File: src/rtl/firmware_config_sequencer_if.sv
// Host byte stream, session control and shared configId/configData bus of the firmware sequencer.
// slave is the sequencer side; master is the host / bench side.
interface firmware_config_sequencer_if;
  logic       cfg_start;
  logic       host_valid;
  logic [7:0] host_data;
  logic       host_ready;
  logic       hold_inputs;
  logic       tracing;
  logic [7:0] configId;
  logic [7:0] configData;
  logic       busy;
  logic       done;

  modport slave (
    input  cfg_start, host_valid, host_data,
    output host_ready, hold_inputs, tracing, configId, configData, busy, done
  );

  modport master (
    output cfg_start, host_valid, host_data,
    input  host_ready, hold_inputs, tracing, configId, configData, busy, done
  );
endinterface

File: src/rtl/firmware_config_sequencer.sv
// Buffers each block's firmware image from the host byte stream, then bursts it back-to-back
// onto configId/configData while tracing is dropped and the datapath input is held off.
module firmware_config_sequencer #(
  parameter int         NUM_BLOCKS      = 4,
  parameter int         MAX_CHAINS      = 4,
  parameter int         BYTES_PER_BLOCK = MAX_CHAINS * 5,
  parameter logic [7:0] FIRST_CONFIG_ID = 8'd1,
  parameter logic [7:0] IDLE_CONFIG_ID  = 8'hFF,
  parameter int         DRAIN_CYCLES    = 4
) (
  input  logic                        clk,
  input  logic                        rst_n,
  firmware_config_sequencer_if.slave  cfg_if
);

  localparam int BYTE_W  = $clog2(BYTES_PER_BLOCK + 1);
  localparam int BLK_W   = $clog2(NUM_BLOCKS + 1);
  localparam int ADDR_W  = (BYTES_PER_BLOCK > 1) ? $clog2(BYTES_PER_BLOCK) : 1;
  localparam int DRAIN_W = (DRAIN_CYCLES > 1) ? $clog2(DRAIN_CYCLES) : 1;

  localparam logic [BYTE_W-1:0]  LAST_BYTE  = BYTE_W'(BYTES_PER_BLOCK - 1);
  localparam logic [BLK_W-1:0]   LAST_BLK   = BLK_W'(NUM_BLOCKS - 1);
  localparam logic [DRAIN_W-1:0] DRAIN_LOAD = DRAIN_W'(DRAIN_CYCLES - 1);

  typedef enum logic [2:0] {
    S_IDLE,
    S_DRAIN,
    S_FILL,
    S_BURST,
    S_GAP
  } state_t;

  state_t              state_q, state_d;
  logic [DRAIN_W-1:0]  drain_cnt_q, drain_cnt_d;
  logic [BYTE_W-1:0]   byte_cnt_q, byte_cnt_d;
  logic [BLK_W-1:0]    blk_cnt_q, blk_cnt_d;
  logic                tracing_q, tracing_d;
  logic                hold_q, hold_d;
  logic                busy_q, busy_d;
  logic                done_q, done_d;
  logic [7:0]          cfg_id_q, cfg_id_d;
  logic [7:0]          cfg_data_q;

  logic                wr_en;
  logic                rd_en;
  logic [ADDR_W-1:0]   rd_addr;
  logic [7:0]          img_mem [BYTES_PER_BLOCK];

  always_comb begin
    state_d     = state_q;
    drain_cnt_d = drain_cnt_q;
    byte_cnt_d  = byte_cnt_q;
    blk_cnt_d   = blk_cnt_q;
    cfg_id_d    = IDLE_CONFIG_ID;
    done_d      = 1'b0;
    wr_en       = 1'b0;
    rd_en       = 1'b0;
    rd_addr     = '0;

    unique case (state_q)
      S_IDLE: begin
        if (cfg_if.cfg_start) begin
          state_d     = S_DRAIN;
          drain_cnt_d = DRAIN_LOAD;
        end
      end
      S_DRAIN: begin
        if (drain_cnt_q == '0) state_d = S_FILL;
        else                   drain_cnt_d = drain_cnt_q - 1'b1;
      end
      S_FILL: begin
        if (cfg_if.host_valid) begin
          wr_en = 1'b1;
          if (byte_cnt_q == LAST_BYTE) begin
            // Prefetch byte 0 so the first BURST cycle already carries data.
            byte_cnt_d = '0;
            state_d    = S_BURST;
            cfg_id_d   = FIRST_CONFIG_ID + 8'(blk_cnt_q);
            rd_en      = 1'b1;
          end else begin
            byte_cnt_d = byte_cnt_q + 1'b1;
          end
        end
      end
      S_BURST: begin
        if (byte_cnt_q == LAST_BYTE) begin
          byte_cnt_d = '0;
          state_d    = S_GAP;
        end else begin
          byte_cnt_d = byte_cnt_q + 1'b1;
          cfg_id_d   = FIRST_CONFIG_ID + 8'(blk_cnt_q);
          rd_en      = 1'b1;
          rd_addr    = ADDR_W'(byte_cnt_q + 1'b1);
        end
      end
      S_GAP: begin
        if (blk_cnt_q == LAST_BLK) begin
          blk_cnt_d = '0;
          state_d   = S_IDLE;
          done_d    = 1'b1;
        end else begin
          blk_cnt_d = blk_cnt_q + 1'b1;
          state_d   = S_FILL;
        end
      end
      default: state_d = S_IDLE;
    endcase

    // Registered outputs follow the state being entered, so they line up with state_q.
    tracing_d = (state_d == S_IDLE) || (state_d == S_DRAIN);
    hold_d    = (state_d != S_IDLE);
    busy_d    = (state_d != S_IDLE);
  end

  always_ff @(posedge clk or negedge rst_n) begin
    if (!rst_n) begin
      state_q     <= S_IDLE;
      drain_cnt_q <= '0;
      byte_cnt_q  <= '0;
      blk_cnt_q   <= '0;
      tracing_q   <= 1'b0;
      hold_q      <= 1'b0;
      busy_q      <= 1'b0;
      done_q      <= 1'b0;
      cfg_id_q    <= IDLE_CONFIG_ID;
      cfg_data_q  <= 8'h00;
    end else begin
      state_q     <= state_d;
      drain_cnt_q <= drain_cnt_d;
      byte_cnt_q  <= byte_cnt_d;
      blk_cnt_q   <= blk_cnt_d;
      tracing_q   <= tracing_d;
      hold_q      <= hold_d;
      busy_q      <= busy_d;
      done_q      <= done_d;
      cfg_id_q    <= cfg_id_d;
      cfg_data_q  <= rd_en ? img_mem[rd_addr] : 8'h00;
    end
  end

  // Image buffer has no reset; its contents are meaningless until refilled.
  always_ff @(posedge clk) begin
    if (wr_en) img_mem[byte_cnt_q[ADDR_W-1:0]] <= cfg_if.host_data;
  end

  assign cfg_if.host_ready  = (state_q == S_FILL);
  assign cfg_if.hold_inputs = hold_q;
  assign cfg_if.tracing     = tracing_q;
  assign cfg_if.configId    = cfg_id_q;
  assign cfg_if.configData  = cfg_data_q;
  assign cfg_if.busy        = busy_q;
  assign cfg_if.done        = done_q;

endmodule

File: src/flat_wrapper.sv
// flat-port wrapper written by rule: the top's interface ports become plain ports
module firmware_config_sequencer_flat 
#(
  parameter int         NUM_BLOCKS      = 4,
  parameter int         MAX_CHAINS      = 4,
  parameter int         BYTES_PER_BLOCK = MAX_CHAINS * 5,
  parameter logic [7:0] FIRST_CONFIG_ID = 8'd1,
  parameter logic [7:0] IDLE_CONFIG_ID  = 8'hFF,
  parameter int         DRAIN_CYCLES    = 4
)
  (clk, rst_n, cfg_if_cfg_start, cfg_if_host_valid, cfg_if_host_data, cfg_if_host_ready, cfg_if_hold_inputs, cfg_if_tracing, cfg_if_configId, cfg_if_configData, cfg_if_busy, cfg_if_done);
  firmware_config_sequencer_if cfg_if_i ();
  input  logic clk;
  input  logic rst_n;
  input wire logic [$bits(cfg_if_i.cfg_start)-1:0] cfg_if_cfg_start;
  input wire logic [$bits(cfg_if_i.host_valid)-1:0] cfg_if_host_valid;
  input wire logic [$bits(cfg_if_i.host_data)-1:0] cfg_if_host_data;
  output wire logic [$bits(cfg_if_i.host_ready)-1:0] cfg_if_host_ready;
  output wire logic [$bits(cfg_if_i.hold_inputs)-1:0] cfg_if_hold_inputs;
  output wire logic [$bits(cfg_if_i.tracing)-1:0] cfg_if_tracing;
  output wire logic [$bits(cfg_if_i.configId)-1:0] cfg_if_configId;
  output wire logic [$bits(cfg_if_i.configData)-1:0] cfg_if_configData;
  output wire logic [$bits(cfg_if_i.busy)-1:0] cfg_if_busy;
  output wire logic [$bits(cfg_if_i.done)-1:0] cfg_if_done;
  assign cfg_if_i.cfg_start = cfg_if_cfg_start;
  assign cfg_if_i.host_valid = cfg_if_host_valid;
  assign cfg_if_i.host_data = cfg_if_host_data;
  assign cfg_if_host_ready = cfg_if_i.host_ready;
  assign cfg_if_hold_inputs = cfg_if_i.hold_inputs;
  assign cfg_if_tracing = cfg_if_i.tracing;
  assign cfg_if_configId = cfg_if_i.configId;
  assign cfg_if_configData = cfg_if_i.configData;
  assign cfg_if_busy = cfg_if_i.busy;
  assign cfg_if_done = cfg_if_i.done;
  firmware_config_sequencer #(.NUM_BLOCKS(NUM_BLOCKS), .MAX_CHAINS(MAX_CHAINS), .BYTES_PER_BLOCK(BYTES_PER_BLOCK), .FIRST_CONFIG_ID(FIRST_CONFIG_ID), .IDLE_CONFIG_ID(IDLE_CONFIG_ID), .DRAIN_CYCLES(DRAIN_CYCLES)) u_core (.clk(clk), .rst_n(rst_n), .cfg_if(cfg_if_i));
endmodule
File: config.mk
export PLATFORM = sky130hd
export DESIGN_NAME = firmware_config_sequencer_flat
export DESIGN_NICKNAME = d
export VERILOG_FILES = /design/src/rtl/firmware_config_sequencer_if.sv /design/src/rtl/firmware_config_sequencer.sv /design/src/flat_wrapper.sv
export SDC_FILE = /design/constraint.sdc
export NUM_CORES = 1
export LEC_CHECK = 0
export CORE_ASPECT_RATIO = 1.1
export CORE_UTILIZATION = 63
export CTS_BUF_LIST = sky130_fd_sc_hd__clkbuf_4
export CTS_CLUSTER_SIZE = 28
export DETAILED_ROUTE_END_ITERATION = 7
export PLACE_DENSITY = 0.82
export SETUP_SLACK_MARGIN = 0.4
export SLEW_MARGIN = 30
export SYNTH_ARGS = -nofsm -noshare
export SYNTH_HDL_FRONTEND = slang
export SYNTH_SLANG_ARGS = --single-unit
File: constraint.sdc
create_clock -name clk -period 3 [get_ports clk]
set_input_delay 0.6 -clock clk [delete_from_list [all_inputs] [get_ports clk]]
set_output_delay 0.6 -clock clk [all_outputs]
set_load 0.03 [all_outputs]
==> metrics.log, run 1 <==
INFO  metric prevailing_post_synth_register_cell = sky130_fd_sc_hd__edfxtp_1
INFO  metric slew_headroom = 42.50%
INFO  metric antenna_cells = 0
INFO  metric pin_count_of_the_biggest_net_entering_global_routing = 54
INFO  metric cts_buffers = 17
INFO  metric place.detailed.hpwl = roughly 14000 um
INFO  metric worst_ep_arrival_time = 2.97 ns
INFO  metric netlist_top_cells_area = sky130_fd_sc_hd__edfxtp_1 (57%), sky130_fd_sc_hd__dfrtp_1 (7.1%), sky130_fd_sc_hd__mux2i_1 (3.9%)
INFO  metric clock_path_buffers = 2
INFO  metric root_driver = sky130_fd_sc_hd__clkbuf_4
INFO  metric period_share = 84.19%
INFO  metric dr_total_vias = 5783
INFO  metric reg2reg_depth = 8
INFO  metric global_router_s_overall_resource_usage = 31.68%
INFO  metric cts-htree-levels = 4
INFO  metric postSynthNetCount = 675
INFO  metric drt_first_iter_violations = 648
INFO  metric synth_area = 0.008401 sq mm
INFO  metric finClkSkew = approximately 0.025 ns
INFO  metric vias_in_the_first_global_route = 5783
INFO  metric synth.yosys.warnings = 0
INFO  metric filler_cells_inserted = 868
INFO  metric die-height = 123.1 um
INFO  metric postSynth.asyncResetShare = 15.34%
INFO  metric post-route-min-period = approximately 2.5 ns
INFO  metric clock_insertion_delay_worst_skew = 0.59 ns
INFO  metric power.density = 863.9 mW/mm^2
INFO  metric timing_worst_setup_path_type = flip-flop to flip-flop
INFO  metric synth-seq-area-share = 65.91%
INFO  metric cts_hold_buf = 0
INFO  metric critical_path.slowest_cell = sky130_fd_sc_hd__dfrtp_2
INFO  metric drc = 5
INFO  metric multi_input_area = 0.002634 sq mm
INFO  metric synthCells = 655
INFO  metric num-nets-final = 722
INFO  metric synth.most_common_cell = sky130_fd_sc_hd__edfxtp_1
INFO  metric timing.critical_path.cells = ha_2 > buf_4 > nor2b_2 > a21oi_4 > a311oi_1 > o21ai_0 > a31oi_1 > or4_1
INFO  metric final_layout_size_suffix_gt1_share = roughly 15%
INFO  metric worst_slew_pin_slew = 0.8597 ns
INFO  metric tritoncts_num_sinks = 189
INFO  metric design_power_total = 8099 uW
INFO  metric crit_fanout = 15
INFO  metric cts_tree = built
INFO  metric viasPerCell = about 6.6
INFO  metric postSynthRegisterBits = around 190
INFO  metric finalSetupViolCount = 0
INFO  metric count_of_different_cell_masters_after_synthesis = 55
INFO  metric totalNegativeSetupSlack = 0 ns
INFO  metric grt_antenna_before_repair = 0
INFO  metric synth_common_cells = sky130_fd_sc_hd__edfxtp_1 (160), sky130_fd_sc_hd__nor2_1 (41), sky130_fd_sc_hd__o21ai_0 (41), sky130_fd_sc_hd__nand2_1 (40), sky130_fd_sc_hd__mux2i_1 (33)
INFO  metric delay_of_the_slowest_critical_path_stage = slightly below 0.5 ns
INFO  metric worst_hold_path_type = input port to asynchronous set/reset pin
INFO  metric timing_max_transition_violations_final = 0
INFO  metric syn_to_final_growth = 11.60%
INFO  metric synthesized_area_per_cell = 12.83 sq um
INFO  metric number_of_enable_type_register_cells_in_the_synthesized_netlist = 160
INFO  metric clock_edge_transition_at_the_registers_on_the_reported_setup_and_hold_paths = around 0.17 ns
INFO  metric drt_first_pass_iters = 7
INFO  metric ios = 33
INFO  metric die-width = 112.1 um
INFO  metric placed_cell_area = 0.009027 sq mm
INFO  metric final-hold-violation-count = 0
INFO  metric cell_taking_the_most_area_after_synthesis = sky130_fd_sc_hd__edfxtp_1
INFO  metric rsz0062_at_grt = true
INFO  metric design_area_final = 0.009375 sq mm
INFO  metric synth_top_cell_area_share = 57.19%
INFO  metric critical_path.startpoint_type = flip-flop
INFO  metric totalWireLength = 20490 um
INFO  metric critPathCaptureType = flip-flop
INFO  metric final_antenna_net_count = 0
INFO  metric port-buffer-count = 32
INFO  metric design.die.area = ~0.014 sq mm
INFO  metric ff_latch_area = ~0.0055 sq mm
INFO  metric wire_per_inst = 23.50 um
INFO  metric maxClockFrequency = 395.9 MHz
INFO  metric run_status = complete, but fails checks
INFO  metric gp_congestion = 1.008
INFO  metric grt.overflow.total = 0
INFO  metric worst_ep_required_time = 3.45 ns
INFO  metric first_pass_grt_wire_length = 31820 um
INFO  metric core_area = 0.01280 sq mm
INFO  metric violations = design-rule violations
INFO  metric fp_rows = 43
INFO  metric max-vdd-ir-drop = 0.4905 mV
INFO  metric p_leak = 0.003249 uW
INFO  metric maxCapViolCount = 0
INFO  metric initial_utilization = approximately 66%
==> sequential cells by signal (all words and copies together) (netlist names) <==
| register | count |
|---|---|
| u_core.cfg_if.configData | 8 |
| u_core.cfg_if.done | 1 |
| u_core.cfg_if.tracing | 1 |
| u_core.img_mem | 160 |
| u_core.cfg_if.configId | 5 |
| u_core.blk_cnt_q | 3 |
| u_core.state_q | 3 |
| u_core.byte_cnt_q | 5 |
| u_core.drain_cnt_q | 2 |
| u_core.cfg_if.hold_inputs | 1 |
==> cells in the final DEF, fill, tap and decap left out, types with 31 or more instances in the layout <==
cell / synthesis / final
sky130_fd_sc_hd__edfxtp_1: 160 / 160
sky130_fd_sc_hd__buf_4: 7 / 43
sky130_fd_sc_hd__o21ai_0: 41 / 41
sky130_fd_sc_hd__nor2_1: 41 / 41
sky130_fd_sc_hd__nand2_1: 40 / 40
sky130_fd_sc_hd__mux2i_1: 33 / 33
sky130_fd_sc_hd__a21oi_1: 32 / 32
sky130_fd_sc_hd__nand2b_1: 31 / 31
sky130_fd_sc_hd__clkdlybuf4s50_1: 0 / 31
==> cell families (layout without fill, tap and decap cells) <==
kind of cell    Yosys count  in the layout  synth area share [%]
compound gates          151            151                 11.59
flops                   189            189                 65.91
xor+xnor                  3              3                0.3128
simple gates            205            205                 13.03
mux                      37             37                 4.468
fa+ha+maj                 8              8                 1.192
buf+inv                  62            122                 3.500
==> through the flow <==
stage               hold WS (ns)  setup WS (ns)  std cells  util [%]
floorplan                 0.3044         0.4045        655         -
global placement          0.4523         0.3721        840     70.50
detailed placement        0.4782         0.2844        840     70.50
CTS                       0.3506         0.4272        872     73.03
global route              0.3740         0.3750        872     73.22
finish                    0.3715         0.4742        872     73.22
==> repair_timing <==
item                                    4_1_cts  5_1_grt
endpoints found under the setup margin        8        7
endpoints found under the hold margin         0        0
cloned                                        0        0
gates resized for setup                       8        9
buffers inserted                              0        0
==> critical path: cells and delay by family, from the launching register on <==
family | cells | cell delay (ns)
simple gates | 2 | 0.54
buf+inv | 1 | 0.25
flops | 1 | 0.49
fa+ha+maj | 1 | 0.31
compound gates | 4 | 0.79
==> worst paths after layout <==
kind / endpoint / startpoint / slack (ns)
max: u_core.cfg_if.configData[7]$_DFF_PN0_ / u_core.byte_cnt_q[1]$_DFFE_PN0P_ / 0.47
min: u_core.cfg_if.configData[4]$_DFF_PN0_ / rst_n / 0.37
max reg2reg: u_core.cfg_if.configData[7]$_DFF_PN0_ / u_core.byte_cnt_q[1]$_DFFE_PN0P_ / 0.47
min reg2reg: u_core.cfg_if.configId[0]$_DFF_PN1_ / u_core.blk_cnt_q[0]$_DFFE_PN0P_ / 0.51
max in group asynchronous: u_core.cfg_if.configId[6]$_DFF_PN1_ / rst_n / 2.30
min in group clk: u_core.cfg_if.configId[0]$_DFF_PN1_ / u_core.blk_cnt_q[0]$_DFFE_PN0P_ / 0.51
==> layer usage <==
layer | vias to the layer above | wire length, um | GRT usage, %
li1 | 2576 | - | -
met4 | 0 | 789 | 14.42
met3 | 68 | 1747 | 6.569
met2 | 337 | 10170 | 54.54
met1 | 2802 | 7781 | 39.07
met5 | - | 0 | 0
==> power breakdown <==
| part | internal, uW | total, uW | switching, uW |
|---|---|---|---|
| combinational | 1230 | 3490 | 2270 |
| sequential | 3090 | 3260 | 173 |
| clock | 443 | 1340 | 902 |
==> area by class of cell <==
class	count	share of cell area [%]
clock buffers	17	1.361
multi-input cells	404	28.09
repair buffers	77	7.220
well taps	157	2.095
clock inverters	15	1.601
inverters	13	0.5338
flip-flops and latches	189	59.10
(Power assumes the default switching activity.)
==> run 2, diff against run 1 <==
Clock period 3 ns to 2.42 ns, I/O delays scaled along.
==> run 2 against run 1 <==
  * The flow finishes with violations (design-rule violations, negative setup slack)
  * Clock-buffer cell count is 1 higher
  * First-iteration DRC count is 33% higher
  * Clock power is 16% higher
  * Total power is 37% higher
  * Sequential power is 24% higher
  * Utilization is 6.5 points higher
  * Non-clock buffer count is 42 higher
  * Maximum frequency is 2.6% higher
  * Final cell count is 4.9% higher
  * Largest cell class unchanged
  * Sequential share of layout area is 4.8 points lower
  * Flip-flop and latch count stayed put
==> metrics.log, run 2 (synthesized netlist as in run 1, its figures left out) <==
INFO  metric violations = design-rule violations, negative setup slack (was design-rule violations)
INFO  metric drc = 2 (was 5)
INFO  metric num-nets-final = 765 (was 722)
INFO  metric core_area = 0.01280 sq mm (unchanged)
INFO  metric clock_path_buffers = 2 (unchanged)
INFO  metric power.density = 1090 mW/mm^2 (was 863.9 mW/mm^2)
INFO  metric wire_per_inst = 24.54 um (was 23.50 um)
INFO  metric drt_first_iter_violations = 865 (was 648)
INFO  metric critPathCaptureType = flip-flop (unchanged)
INFO  metric fp_rows = 43 (unchanged)
INFO  metric grt.overflow.total = 0 (unchanged)
INFO  metric finalSetupViolCount = 6 (was 0)
INFO  metric cts_tree = built (unchanged)
INFO  metric post-route-min-period = 2.462 ns (was 2.526 ns)
INFO  metric gp_congestion = 1.001 (was 1.008)
INFO  metric worst-r2r-setup-slack = -0.04 ns (was 0.47 ns)
INFO  metric pwr-share-seq = 36.2% (was 40.3%)
INFO  metric power.share.combinational = 49.9% (was 43.1%)
INFO  metric die-height = 123.1 um (unchanged)
INFO  metric first_pass_grt_wire_length = 33180 um (was 31820 um)
INFO  metric tritoncts_num_sinks = 189 (unchanged)
INFO  metric largest_register_ff_count = 160 (unchanged)
INFO  metric final_layout_size_suffix_gt1_share = 26.91% (was 14.55%)
INFO  metric final_antenna_net_count = 0 (unchanged)
INFO  metric cellInternalPower = 6432 uW (was 4758 uW)
INFO  metric initial_utilization = 65.60% (unchanged)
INFO  metric worst_ep_required_time = 2.90 ns (was 3.45 ns)
INFO  metric root_driver = sky130_fd_sc_hd__clkbuf_4 (unchanged)
INFO  metric global_router_s_overall_resource_usage = 33.52% (was 31.68%)
INFO  metric multi_input_area = 0.002993 sq mm (was 0.002634 sq mm)
INFO  metric critical_path.slowest_cell = sky130_fd_sc_hd__dfrtp_4 (was sky130_fd_sc_hd__dfrtp_2)
INFO  metric rsz0062_at_grt = true (unchanged)
INFO  metric p_leak = 0.003598 uW (was 0.003249 uW)
INFO  metric most-common-layout-cells = sky130_fd_sc_hd__edfxtp_1 (160), sky130_fd_sc_hd__buf_4 (57), sky130_fd_sc_hd__nand2_1 (36) (was sky130_fd_sc_hd__edfxtp_1 (160), sky130_fd_sc_hd__buf_4 (43), sky130_fd_sc_hd__o21ai_0 (41), sky130_fd_sc_hd__nor2_1 (41), sky130_fd_sc_hd__nand2_1 (40))
INFO  metric dp_worst_setup_slack = -0.1472 ns (was 0.2844 ns)
INFO  metric dr_total_vias = 6150 (was 5783)
INFO  metric period_share = 101.8% (was 84.19%)
INFO  metric clkPwrFrac = 13.9% (was 16.6%)
INFO  metric syn_to_final_growth = 21.46% (was 11.60%)
INFO  metric maxClockFrequency = 406.1 MHz (was 395.9 MHz)
INFO  metric final-hold-violation-count = 0 (unchanged)
INFO  metric timing_max_transition_violations_final = 0 (unchanged)
INFO  metric ios = 33 (unchanged)
INFO  metric design.die.area = 0.01380 sq mm (unchanged)
INFO  metric timing.critical_path.cells = ha_4 > and4bb_1 > nor3_2 > buf_4 > buf_6 > buf_6 > a22oi_2 > o221a_2 > a311o_1 > o211ai_1 (was ha_2 > buf_4 > nor2b_2 > a21oi_4 > a311oi_1 > o21ai_0 > a31oi_1 > or4_1)
INFO  metric critical-path-top-cell-by-count = sky130_fd_sc_hd__buf_6
INFO  metric port-buffer-count = 32 (unchanged)
INFO  metric slew_headroom = 63.00% (was 42.50%)
INFO  metric die-width = 112.1 um (unchanged)
INFO  metric vias_in_the_first_global_route = 5904 (was 5783)
INFO  metric pin_count_of_the_biggest_net_entering_global_routing = 39 (was 54)
INFO  metric run_status = complete, but fails checks (unchanged)
INFO  metric clock_insertion_delay_worst_skew = 0.62 ns (was 0.59 ns)
INFO  metric clock_edge_transition_at_the_registers_on_the_reported_setup_and_hold_paths = 0.17 ns (about the same)
INFO  metric totalWireLength = 22450 um (was 20490 um)
INFO  metric switching_fraction_of_total_power = 42.18% (was 41.26%)
INFO  metric critical_path.startpoint_type = flip-flop (unchanged)
INFO  metric layout_setup_ws = -0.04246 ns (was 0.4742 ns)
INFO  metric total_switching_power = 4693 uW (was 3341 uW)
INFO  metric worst_ep_arrival_time = 2.94 ns (was 2.97 ns)
INFO  metric utilization = 79.69% (was 73.22%)
INFO  metric worst_hold_path_type = input port to asynchronous set/reset pin (unchanged)
INFO  metric cts_buffers = 17 (unchanged)
INFO  metric drt_first_pass_iters = 8 (was 7)
INFO  metric totalNegativeSetupSlack = -0.1515 ns (was 0 ns)
INFO  metric most_common_library_cell_in_the_layout_ignoring_fill_and_taps = sky130_fd_sc_hd__edfxtp_1 (unchanged)
INFO  metric maxCapViolCount = 0 (unchanged)
INFO  metric cts-htree-levels = 4 (unchanged)
INFO  metric crit_fanout = 7 (was 15)
INFO  metric ff_latch_area = 0.005544 sq mm (was 0.005540 sq mm)
INFO  metric finClkSkew = 0.02691 ns (was 0.02469 ns)
INFO  metric place.detailed.hpwl = 14490 um (was 14010 um)
INFO  metric grt_antenna_before_repair = 0 (unchanged)
INFO  metric viasPerCell = 6.721 (was 6.632)
INFO  metric max-vdd-ir-drop = 0.6027 mV (was 0.4905 mV)
INFO  metric timing_worst_setup_path_type = flip-flop to flip-flop (unchanged)
INFO  metric delay_of_the_slowest_critical_path_stage = 0.54 ns (was 0.49 ns)
INFO  metric antenna_cells = 0 (unchanged)
INFO  metric filler_cells_inserted = 732 (was 868)
INFO  metric worst_slew_pin_slew = 0.5551 ns (was 0.8597 ns)
-- run 2: power by group through the flow --
stage	Clock, uW	Combinational, uW	Sequential (uW)
5_1_grt	1660	5870	4050
3_3_place_gp	0	4520	4050
2_1_floorplan	0	3210	4140
4_1_cts	1550	5040	4010
3_5_place_dp	0	4660	4060
6_report	1550	5550	4030
-- run 2: final timing paths --
| check | start | to | cells after the start |
|---|---|---|---|
| setup / recovery | u_core.byte_cnt_q[0]$_DFFE_PN0P_ | u_core.cfg_if.configData[6]$_DFF_PN0_ | 10 |
| hold / removal | rst_n | u_core.drain_cnt_q[0]$_DFFE_PN0P_ | 2 |
| setup reg to reg | u_core.byte_cnt_q[0]$_DFFE_PN0P_ | u_core.cfg_if.configData[6]$_DFF_PN0_ | 10 |
| hold reg to reg | u_core.blk_cnt_q[0]$_DFFE_PN0P_ | u_core.cfg_if.configId[0]$_DFF_PN1_ | 1 |
| max in group asynchronous | rst_n | u_core.cfg_if.configId[6]$_DFF_PN1_ | 2 |
| min in group clk | u_core.blk_cnt_q[0]$_DFFE_PN0P_ | u_core.cfg_if.configId[0]$_DFF_PN1_ | 1 |
-- run 2: area by class of cell --
| cell class | count | area share [%] |
|---|---|---|
| well taps | 157 | 1.925 |
| clock inverters | 14 | 1.055 |
| inverters | 13 | 0.6009 |
| multi-input cells | 405 | 29.33 |
| repair buffers | 119 | 11.43 |
| clock buffers | 18 | 1.324 |
| flip-flops and latches | 189 | 54.33 |
-- run 2: critical path: cells and delay by family (launching register included) --
family                     cells  cell delay [ns]
AOI/OAI and AO/OA              4             0.73
and+or+nand+nor                2             0.52
adders and majority gates      1             0.20
DFF                            1             0.54
buffers and inverters          3             0.33
-- run 2: what timing repair did --
| action | 4_1_cts | 5_1_grt |
|---|---|---|
| setup endpoints to repair | 159 | 163 |
| gates resized for setup | 66 | 69 |
| buffers inserted | 11 | 11 |
| hold buffers | 0 | 0 |
| cloned | 1 | 1 |
| hold endpoints to repair | 0 | 0 |
| pin swaps | 17 | 26 |
-- run 2: metrics by stage --
stage	total power [uW]	hold slack (ns)	cells	area, sq um
after floorplan	7343	0.1884	655	8637
after CTS	10590	0.2451	903	9901
after global routing	11580	0.2688	915	10200
after global placement	8570	0.4588	859	9383
final	11120	0.2503	915	10200
after detailed placement	8727	0.4875	859	9383
-- run 2: metal layers --
layer  up-vias  part of all wire [%]  GRT usage (%)  routed length, um
li1       2664                     -              -                  -
met1      2995                    38          43.19               8472
met2       400                    48          53.53              10820
met3        91                   9.6          7.451               2165
met4         0                   4.4          18.83                996
met5         -                     0              0                  0
